### src/rtl/uart_rx.sv
// 8N1 serial receiver: two-flop synchronizer, mid-bit sampling, one-cycle data_valid / frame_err pulses.
// Latency: 2 sync + CLKS_PER_BIT/2 + 9*CLKS_PER_BIT + 1 clocks from rxd_in falling to data_valid.
// No backpressure: data_out must be captured on the data_valid cycle; it holds until the next good frame.
module uart_rx #(
    parameter int CLKS_PER_BIT = 1302
) (
    input  logic       clk,
    input  logic       rst,
    input  logic       rxd_in,
    output logic [7:0] data_out,
    output logic       data_valid,
    output logic       frame_err,
    output logic       busy
);
    localparam int CW = $clog2(CLKS_PER_BIT);
    localparam logic [CW-1:0] HALF_LAST = CW'(CLKS_PER_BIT / 2 - 1);
    localparam logic [CW-1:0] FULL_LAST = CW'(CLKS_PER_BIT - 1);

    typedef enum logic [2:0] {IDLE, START, DATA, STOP, BRK} state_t;

    state_t        state, state_nxt;
    logic          rx_meta, rxs;
    logic [CW-1:0] cnt;
    logic [2:0]    bit_idx;
    logic [7:0]    shreg;
    logic          half_hit, full_hit;
    logic          cnt_clr, shift_en, idx_clr, good_nxt, err_nxt;

    assign half_hit = (cnt == HALF_LAST);
    assign full_hit = (cnt == FULL_LAST);

    always_ff @(posedge clk) begin
        if (rst) state <= IDLE;
        else     state <= state_nxt;
    end

    always_comb begin
        state_nxt = state;
        case (state)
            IDLE:  if (!rxs)                   state_nxt = START;
            START: if (half_hit)               state_nxt = rxs ? IDLE : DATA;
            DATA:  if (full_hit && bit_idx == 3'd7) state_nxt = STOP;
            STOP:  if (full_hit)               state_nxt = rxs ? IDLE : BRK;
            BRK:   if (rxs)                    state_nxt = IDLE;
            default:                           state_nxt = IDLE;
        endcase
    end

    always_comb begin
        busy     = (state != IDLE);
        cnt_clr  = (state == IDLE) || (state == BRK)
                || ((state == START) && half_hit)
                || (((state == DATA) || (state == STOP)) && full_hit);
        shift_en = (state == DATA) && full_hit;
        idx_clr  = (state == START) && half_hit;
        good_nxt = (state == STOP) && full_hit && rxs;
        err_nxt  = (state == STOP) && full_hit && !rxs;
    end

    always_ff @(posedge clk) begin
        if (rst) begin
            rx_meta    <= 1'b1;
            rxs        <= 1'b1;
            cnt        <= '0;
            bit_idx    <= 3'd0;
            shreg      <= 8'h00;
            data_out   <= 8'h00;
            data_valid <= 1'b0;
            frame_err  <= 1'b0;
        end else begin
            rx_meta    <= rxd_in;
            rxs        <= rx_meta;
            cnt        <= cnt_clr ? '0 : cnt + CW'(1);
            data_valid <= good_nxt;
            frame_err  <= err_nxt;
            if (idx_clr) begin
                bit_idx <= 3'd0;
            end else if (shift_en) begin
                bit_idx <= bit_idx + 3'd1;
            end
            // LSB arrives first, so shifting right leaves it in bit 0 after eight samples
            if (shift_en) shreg <= {rxs, shreg[7:1]};
            if (good_nxt) data_out <= shreg;
        end
    end
endmodule

### config.mk
export PLATFORM = sky130hd
export DESIGN_NAME = uart_rx
export DESIGN_NICKNAME = d
export VERILOG_FILES = /design/src/rtl/uart_rx.sv
export SDC_FILE = /design/constraint.sdc
export NUM_CORES = 1
export LEC_CHECK = 0
export CORE_UTILIZATION = 28
export DETAILED_ROUTE_END_ITERATION = 8
export GPL_ROUTABILITY_DRIVEN = 1
export HOLD_SLACK_MARGIN = 0.02
export SYNTH_ARGS = -nofsm -noshare
export SYNTH_HDL_FRONTEND = slang
export SYNTH_SLANG_ARGS = --single-unit
export TNS_END_PERCENT = 1
### constraint.sdc
create_clock -name clk -period 3 [get_ports clk]
set_clock_uncertainty 0.1 [all_clocks]
set_input_delay 0.6 -clock clk [delete_from_list [all_inputs] [get_ports clk]]
set_output_delay 0.6 -clock clk [all_outputs]
set_load 0.01 [all_outputs]
==> results of run 1 <==
-- layout by cell type (no fill, tap or decap), types with 2 or more instances in the layout --
| master | instances |
|---|---|
| nor4bb_1 | 2 |
| dfxtp_1 | 37 |
| nor3b_1 | 2 |
| nor2b_1 | 2 |
| nor2_1 | 35 |
| nor4_1 | 3 |
| clkdlybuf4s50_1 | 13 |
| nand2_1 | 7 |
| buf_4 | 3 |
| inv_1 | 3 |
| nand3_1 | 3 |
| nand2b_1 | 2 |
| xor2_1 | 3 |
| or2_2 | 2 |
| a21oi_1 | 3 |
| ha_1 | 5 |
| clkbuf_8 | 5 |
| clkinvlp_4 | 2 |
| xnor2_1 | 8 |
| mux2i_1 | 19 |
| nor3_1 | 3 |
-- how the worst max path moves through the flow --
stage	end	slack, ps	cells after the start
2_1_floorplan	shreg[7]	1330	6
3_3_place_gp	cnt[2]	920	4
3_5_place_dp	cnt[5]	910	4
4_1_cts	busy	740	2
5_1_grt	busy	700	2
6_report	busy	750	2
-- cells in the mapped netlist, types with 2 or more instances --
cell type,n
dfxtp_1,37
nor2_1,35
mux2i_1,19
xnor2_1,8
nand2_1,7
clkbuf_1,6
ha_1,5
nor4_1,4
a21oi_1,3
inv_1,3
nand3_1,3
nor3_1,3
xor2_1,3
nand2b_1,2
nor2b_1,2
nor3b_1,2
nor4bb_1,2
or2_2,2
-- state kept, by name, indices dropped and copies added, names as in the netlist --
name / cells
rxs: 1
rx_meta: 1
state: 3
frame_err: 1
data_valid: 1
cnt: 11
bit_idx: 3
data_out: 8
shreg: 8
-- through the flow --
step                      cells  power, mW   util  area (sq um)  hold WS, ps
after floorplan             168      0.535      -          1620          289
after CTS                   255      0.889  0.345          1910          317
after global routing        255      0.918  0.345          1910          335
after detailed placement    247      0.546  0.329          1820          298
after global placement      247      0.546  0.329          1820          292
final                       255      0.869  0.345          1910          314
-- power by group through the flow --
stage | combinational, mW | clock (mW) | sequential (mW)
floorplan | 0.0271 | 0 | 0.508
global placement | 0.0330 | 0 | 0.513
detailed placement | 0.0333 | 0 | 0.513
CTS | 0.0333 | 0.354 | 0.502
global route | 0.0369 | 0.379 | 0.503
finish | 0.0326 | 0.335 | 0.502
-- layer usage --
layer / GRT usage / share of wire
met1: 0.133 / 0.52
met2: 0.144 / 0.42
met3: 0.0302 / 0.037
met4: 0.0500 / 0.020
met5: 0 / 0
-- final cells by class --
type / count / area [sq um]
fillers: 587 / 3630
inverters: 3 / 11.3
multi-input cells: 119 / 828
repair buffers: 16 / 153
clock buffers: 6 / 72.6
clock inverters: 2 / 15.0
flip-flops and latches: 37 / 741
well taps: 72 / 90.1
-- kinds of logic after synthesis --
family                   count (synthesis)
multiplexers                            19
adder cells (fa/ha/maj)                  5
buffers and inverters                   12
flip-flops                              37
AND/OR/NAND/NOR                         73
XOR/XNOR                                11
AO/OA/AOI/OAI                           11
==> reports/qor.yml, run 1 <==
run_status:
  outcome: "finished clean"
timing:
  hold_violations: 0
  max-slew-margin-rel: 0.718
  fin_crit_sh: 0.749
  worst_slack_ps: 754
  grt_setup_unrepaired: "no"
  final.setup.tns_ps: 0
  drv_slew: 0
  post-route-min-period_ps: 2250
  max_freq_mhz: 445
  setup_violations: 0
  tightest_slew_ps: 418
critical_path:
  r2r_setup_slack_ps: 1050
  critical_path_required_ps: 2300
  max_stage_delay_ps: 480
  worstReg2RegEnd: "cnt[4]"
  cp_top_family: "buffers and inverters"
  critPathBufInv: 1
  rr_worst_depth: 5
  cp-start-kind: "register"
  crit_fanout: 11
  rr_startpoint: "cnt[0]"
  cp-end-kind: "output pin"
  crit_type: "register to output pin"
  startpoint: "state[1]"
  cp_cell_sequence: "or3_1, clkdlybuf4s50_1"
  cp.arrival_ps: 1550
  slowest_stage: "clkdlybuf4s50_1"
route:
  vias: 1159
  dr.first_iter.drc_count: 38
  wire_per_inst_um: 11.0
  drc: 0
  ant_nets: 0
  wl_um: 2810
  dr.pass1.iters: 4
  viasPerCell: 4.55
floorplanning:
  num_io_pins: 14
  die_h_um: 78.1
  die_w_um: 78.1
  rows: 27
  design.die.area_sq_um: 6090
  start_util: 0.292
  core-area_sq_um: 5540
clock_tree:
  cts.path.max_buffers: 2
  h-tree-depth: 2
  post_cts_buffers: 0
  post_cts_resized: 0
  clk-insertion-delay-late_ps: 280
  clkTransAtPathRegs_ps: 70
  cts_tree: "yes"
  root_buffer: "clkbuf_8"
  cts.sinks: 37
  cts_hold_buf: 0
  cts-buffers-inserted: 5
global_routing:
  grt_antenna_before_repair: 0
  grt.overflow.total: 0
  grt_pass1_vias: 1037
  grt_max_degree: 21
  grt_pass1_wl_um: 4740
  grt_usage: 0.0994
synth:
  yosys.area_share.simple: 0.245
  syn_avg_cell_area_sq_um: 9.64
  syn_nets: 176
  synth_cells: 168
  synthAdderAreaFrac: 0.0386
  yosys.area.top_type: "dfxtp_1"
  synth_edf_count: 0
  synth_warnings: 0
  synth_top_family_by_area: "simple AND/OR/NAND/NOR gates"
  ys_types: 40
  synth_xor_area_frac: 0.0595
  synth_top_flop_cell: "dfxtp_1"
  synth_top_area_share: 0.457
  yosys-top-cells-area: "dfxtp_1 46%, mux2i_1 12%, nor2_1 8.1%"
  yosysSeqAreaShare: 0.457
  async_reset_ff_frac: 0
  synth_mux_area_frac: 0.117
  synth-compound-area-share: 0.0471
  synthesis.area_sq_um: 1620
  synth-seq-cells: 37
power_and_ir_drop:
  p_switching_uw: 196
  clkPwrFrac: 0.385
  seqPwrFrac: 0.577
  power_density_nw_per_um2: 455
  p_sw_frac: 0.225
  power.internal_uw: 673
  p_comb_frac: 0.037
  irDropWorstVdd_mv: 0.239
  leakage_nw: 0.616
placed_design:
  io_buffers: 13
  gp_congestion: 0.768
  dp_slack_ps: 915
  dpl.hpwl_um: 1870
final_layout:
  nets: 190
  drive_gt1_frac: 0.0929
  diodes: 0
  syn2layout_area_growth_pct: 17.9
min_path:
  min_to: "rxs"
  min-delay-start: "rx_meta"
  hold_path_class: "register to register"
  whs_path_depth: 1
run:
  max_cap_violations: 0
Power figures use the tool's default switching activity.
==> run 2, diff against run 1 <==
Clock period 3 ns to 2.1 ns, I/O delays scaled along.
==> run 2 against run 1 <==
Net effect:
- sequential cell count unchanged
- critical path depth stayed put
- clock power is 52% higher
- critical endpoint unchanged
==> reports/qor.yml, run 2 (synthesis results as in run 1) <==
run_status:
  outcome: "finished clean"
route:
  dr.pass1.iters: 4  # unchanged
  dr.first_iter.drc_count: 52  # +37%
  wire_per_inst_um: 11.2  # +1.2%
  wl_um: 2870  # +2.0%
  vias: 1158  # -0.086%
  ant_nets: 0  # unchanged
  drc: 0  # unchanged
  viasPerCell: 4.51  # -0.86%
floorplanning:
  start_util: 0.292  # unchanged
  design.die.area_sq_um: 6090  # unchanged
  rows: 27  # unchanged
  core-area_sq_um: 5540  # unchanged
  die_w_um: 78.1  # unchanged
  num_io_pins: 14  # unchanged
  die_h_um: 78.1  # unchanged
power_and_ir_drop:
  irDropWorstVdd_mv: 0.325  # +36%
  leakage_nw: 0.635  # +3.1%
  power_density_nw_per_um2: 661  # +45%
  power_mw: 1.28  # +47%
critical_path:
  cp_cell_sequence: "or3_1, clkdlybuf4s50_1"
  crit_fanout: 13  # +2
  slowest_stage: "clkdlybuf4s50_1"
  cp-end-kind: "output pin"
  critical_path_required_ps: 1580  # -720 ps
  cp-start-kind: "register"
  cp.arrival_ps: 1500  # -50 ps
  rr_worst_depth: 6  # +1
  crit_type: "register to output pin"
  r2r_setup_slack_ps: 230  # -820 ps
  rr_startpoint: "cnt[0]"
  max_stage_delay_ps: 480  # about the same
  worstReg2RegEnd: "cnt[10]"
timing:
  max_freq_mhz: 494
  fin_crit_sh: 0.963
  worst_slack_ps: 77.3  # -677 ps
  final.setup.tns_ps: 0  # unchanged
  tightest_slew_ps: 402  # -15.8 ps
  drv_slew: 0  # unchanged
  post-route-min-period_ps: 2020
  setup_violations: 0  # unchanged
  hold_violations: 0  # unchanged
  grt_setup_unrepaired: "no"
  max-slew-margin-rel: 0.728  # +0.0106
global_routing:
  grt_usage: 0.105  # +0.00526
  grt_pass1_wl_um: 4950  # +4.4%
  grt_antenna_before_repair: 0  # unchanged
  grt.overflow.total: 0  # unchanged
  grt_pass1_vias: 1069  # +3.1%
  grt_max_degree: 24  # +14%
clock_tree:
  h-tree-depth: 2  # unchanged
  cts_hold_buf: 0  # unchanged
  cts.path.max_buffers: 2  # unchanged
  clkTransAtPathRegs_ps: 80  # about the same
  root_buffer: "clkbuf_8"
  clk-insertion-delay-late_ps: 290  # about the same
  post_cts_resized: 0  # unchanged
  post_cts_buffers: 0  # unchanged
  cts-buffers-inserted: 5  # unchanged
  cts_tree: "yes"
  cts.sinks: 37  # unchanged
final_layout:
  biggestRegsByFlops: "cnt: 11 flops, data_out: 8 flops, shreg: 8 flops"
  nets: 192  # +1.1%
  syn2layout_area_growth_pct: 19.2
  largest_reg_flops: 11  # unchanged
  final_area_sq_um: 1930  # +1.0%
  top_register: "cnt"
  diodes: 0  # unchanged
  drive_gt1_frac: 0.119  # +0.0260
  final_cell_mix: "35 x nor2_1, 35 x dfxtp_1, 19 x mux2i_1"
run:
  max_cap_violations: 0  # unchanged
placed_design:
  dp_slack_ps: 240  # -675 ps
  place_area_sq_um: 1840  # +0.82%
  io_buffers: 13  # unchanged
  dpl.hpwl_um: 1960  # +4.7%
  gp_congestion: 0.823  # +7.1%
min_path:
  hold_path_class: "register to register"
  min-delay-start: "rx_meta"
  min_to: "rxs"
  whs_path_depth: 1  # unchanged
-- run 2: cell types whose count changed in the layout (fill, tap and decap cells not counted), sizes merged --
cell / delta
buf: +2
clkinv: +1
clkinvlp: -1
clkbuf: -1
inv: +1
-- run 2: worst max-delay path: cells and delay by family (launching register included) --
family	cells	cell delay [ps]
buf+inv	1	480
flops	1	390
simple gates	1	350
-- run 2: worst max-delay path by stage --
stage                   from       end  slack, ps
detailed placement       rst    cnt[6]        240
floorplan             cnt[0]  shreg[7]        430
CTS                 state[0]      busy          4
global route        state[0]      busy         20
global placement         rst    cnt[0]        240
finish              state[0]      busy         80
-- run 2: stage by stage --
step,std cells,hold WS [ps],utilization
finish,257,324,0.348
global route,257,345,0.348
CTS,257,329,0.348
detailed placement,249,310,0.332
global placement,249,304,0.332
floorplan,168,289,-
-- run 2: final cells by class --
| class | instances | area, sq um |
|---|---|---|
| fill | 583 | 3610 |
| multi-input combinational | 119 | 828 |
| sequential | 37 | 743 |
| timing repair buffer | 18 | 168 |
| tap | 72 | 90.1 |
| clock buffer | 5 | 68.8 |
| clock inverter | 3 | 21.3 |
| inverter | 3 | 11.3 |
-- run 2: report_power, final --
group	leakage (nW)	internal [mW]	switching, mW
registers	0.300	0.706	0.00737
clock network	0.0445	0.235	0.275
logic	0.291	0.0239	0.0290
total	0.635	0.966	0.311
-- run 2: layer usage --
layer	GRT usage	share of wire	up-vias
li1	-	-	608
met1	0.131	0.51	521
met2	0.158	0.43	23
met3	0.0244	0.037	6
met4	0.0722	0.030	0
met5	0	0	-
==> run 3, diff against run 2 <==
Settings changed: PLACE_DENSITY set to 0.47.
==> run 3 against run 2 <==
Net effect:
- clock power fell by 6.5%
- wire length is 7.6% higher
- global-route usage rose by 0.49 points
- largest cell class unchanged
- critical path type unchanged
- critical endpoint unchanged
- power decreased by 2.6%
- setup slack worse by 19 ps
- count of clock-buffer cells in the layout rose by 3
==> reports/qor.yml, run 3 (synthesis results as in run 1) <==
power_and_ir_drop:
  seqPwrFrac: 0.574  # +0.015
  p_switching_uw: 278  # -11%
  p_comb_frac: 0.042  # about the same
  power_mw: 1.24  # -2.6%
  irDropWorstVdd_mv: 0.312  # -4.0%
  leakage_nw: 0.630  # -0.79%
  clkPwrFrac: 0.383  # -0.017
  power_density_nw_per_um2: 648  # -2.1%
  power.internal_uw: 967  # +0.10%
  p_sw_frac: 0.223  # -0.0206
critical_path:
  rr_worst_depth: 6  # unchanged
  cp.arrival_ps: 1520  # +20 ps
  startpoint: "state[0]"
  cp-end-kind: "output pin"
  rr_startpoint: "cnt[0]"
  worstReg2RegEnd: "bit_idx[2]"
  cp-endpoint: "busy"
  critical_path_required_ps: 1580  # about the same
  cp-start-kind: "register"
  crit_fanout: 13  # unchanged
  crit_type: "register to output pin"
  r2r_setup_slack_ps: 210  # -20 ps
placed_design:
  dpl.hpwl_um: 2170  # +10%
  place_area_sq_um: 1840  # unchanged
  io_buffers: 13  # unchanged
  gp_congestion: 0.732  # -11%
global_routing:
  busiest_layer: "met2"
  grt_pass1_vias: 1163  # +8.8%
  grt_pass1_wl_um: 5200  # +5.2%
  grt_max_degree: 24  # unchanged
  met3_usage: 0.0349  # +0.0105
  grt_antenna_before_repair: 0  # unchanged
  grtUsageMet2: 0.174  # +0.0158
  grt.overflow.total: 0  # unchanged
  grt_usage: 0.110  # +0.00493
  use_met1: 0.135  # +0.00373
run:
  max_cap_violations: 0  # unchanged
final_layout:
  drive_gt1_frac: 0.103  # -0.0162
  largest_reg_flops: 11  # unchanged
  final_area_sq_um: 1920  # -0.52%
  fillCellCount: 593  # +1.7%
  nets: 192  # unchanged
  fin_util: 0.347  # -0.00181
  biggestRegsByFlops: "cnt: 11 flops, data_out: 8 flops, shreg: 8 flops"
  diodes: 0  # unchanged
  syn2layout_area_growth_pct: 18.5
  final_cell_mix: "35 x nor2_1, 35 x dfxtp_1, 19 x mux2i_1"
  top_register: "cnt"
clock_tree:
  cts_hold_buf: 0  # unchanged
  cts_tree: "yes"
  clk-insertion-delay-late_ps: 290  # about the same
  cts-buffers-inserted: 5  # unchanged
  cts.path.max_buffers: 2  # unchanged
  clkTransAtPathRegs_ps: 80  # about the same
  root_buffer: "clkbuf_8"
  post_cts_buffers: 0  # unchanged
  post_cts_resized: 1  # +1
  h-tree-depth: 2  # unchanged
  cts.sinks: 37  # unchanged
min_path:
  hold_path_class: "register to register"
  whs_path_depth: 1  # unchanged
timing:
  grt_setup_unrepaired: "no"
  tightest_slew_ps: 400  # -2.23 ps
  drv_slew: 0  # unchanged
  post-route-min-period_ps: 2040  # +19.0 ps
  hold_violations: 0  # unchanged
  max-slew-margin-rel: 0.730  # +0.00151
  final.setup.tns_ps: 0  # unchanged
  setup_violations: 0  # unchanged
  fin_crit_sh: 0.972  # +0.00906
  max_freq_mhz: 490  # -0.93%
route:
  vias: 1194  # +3.1%
  dr.pass1.iters: 4  # unchanged
  viasPerCell: 4.65  # +3.1%
  ant_nets: 0  # unchanged
  drc: 0  # unchanged
  wire_per_inst_um: 12.0  # +7.6%
  dr.first_iter.drc_count: 72  # +38%
  wl_um: 3080  # +7.6%
run_status:
  outcome: "finished clean"
floorplanning:
  die_h_um: 78.1  # unchanged
  num_io_pins: 14  # unchanged
  start_util: 0.292  # unchanged
  core-area_sq_um: 5540  # unchanged
  design.die.area_sq_um: 6090  # unchanged
  rows: 27  # unchanged
  die_w_um: 78.1  # unchanged
## run 3: cell types whose count changed in the layout (fill, tap and decap cells not counted)
cell        delta
clkinvlp_4     -1
clkinv_2       -1
clkbuf_1       +3
inv_6          -1
## run 3: per-layer routing
layer	part of all wire	wire [um]	vias to the layer above
met5	0	0	-
met4	0.016	48	0
met3	0.031	95	7
met2	0.45	1390	14
met1	0.50	1550	568
li1	-	-	605
## run 3: worst max-delay path, stage by stage (launching register included)
cell             delay [ps]
dfxtp_2                 380
or3_1                   360
clkdlybuf4s50_1         490
## run 3: worst min-delay path by stage
stage / startpoint / end / slack, ps
floorplan: rx_meta / rxs / 290
global placement: rx_meta / rxs / 300
detailed placement: rx_meta / rxs / 300
CTS: rx_meta / rxs / 320
global route: rx_meta / rxs / 340
finish: rx_meta / rxs / 320
## run 3: final cells by class
class / count / area, sq um / share of cell area
Multi-Input combinational cell: 119 / 828 / 0.431
Clock buffer: 8 / 80.1 / 0.0417
Tap cell: 72 / 90.1 / 0.0469
Inverter: 3 / 11.3 / 0.00586
Sequential cell: 37 / 743 / 0.387
Timing Repair Buffer: 18 / 168 / 0.0873
## run 3: power by group through the flow
stage / registers, mW / logic (mW) / clock network [mW]
after detailed placement: 0.730 / 0.0531 / 0
after floorplan: 0.725 / 0.0387 / 0
after CTS: 0.714 / 0.0532 / 0.492
final: 0.714 / 0.0528 / 0.477
after global routing: 0.715 / 0.0582 / 0.524
after global placement: 0.730 / 0.0532 / 0
## run 3: through the flow
step                setup slack [ps]  hold WS, ps  cells
global placement                 248          300    249
global route                    5.39          340    257
floorplan                        425          289    168
CTS                             33.6          318    257
detailed placement               209          298    249
finish                          58.3          317    257
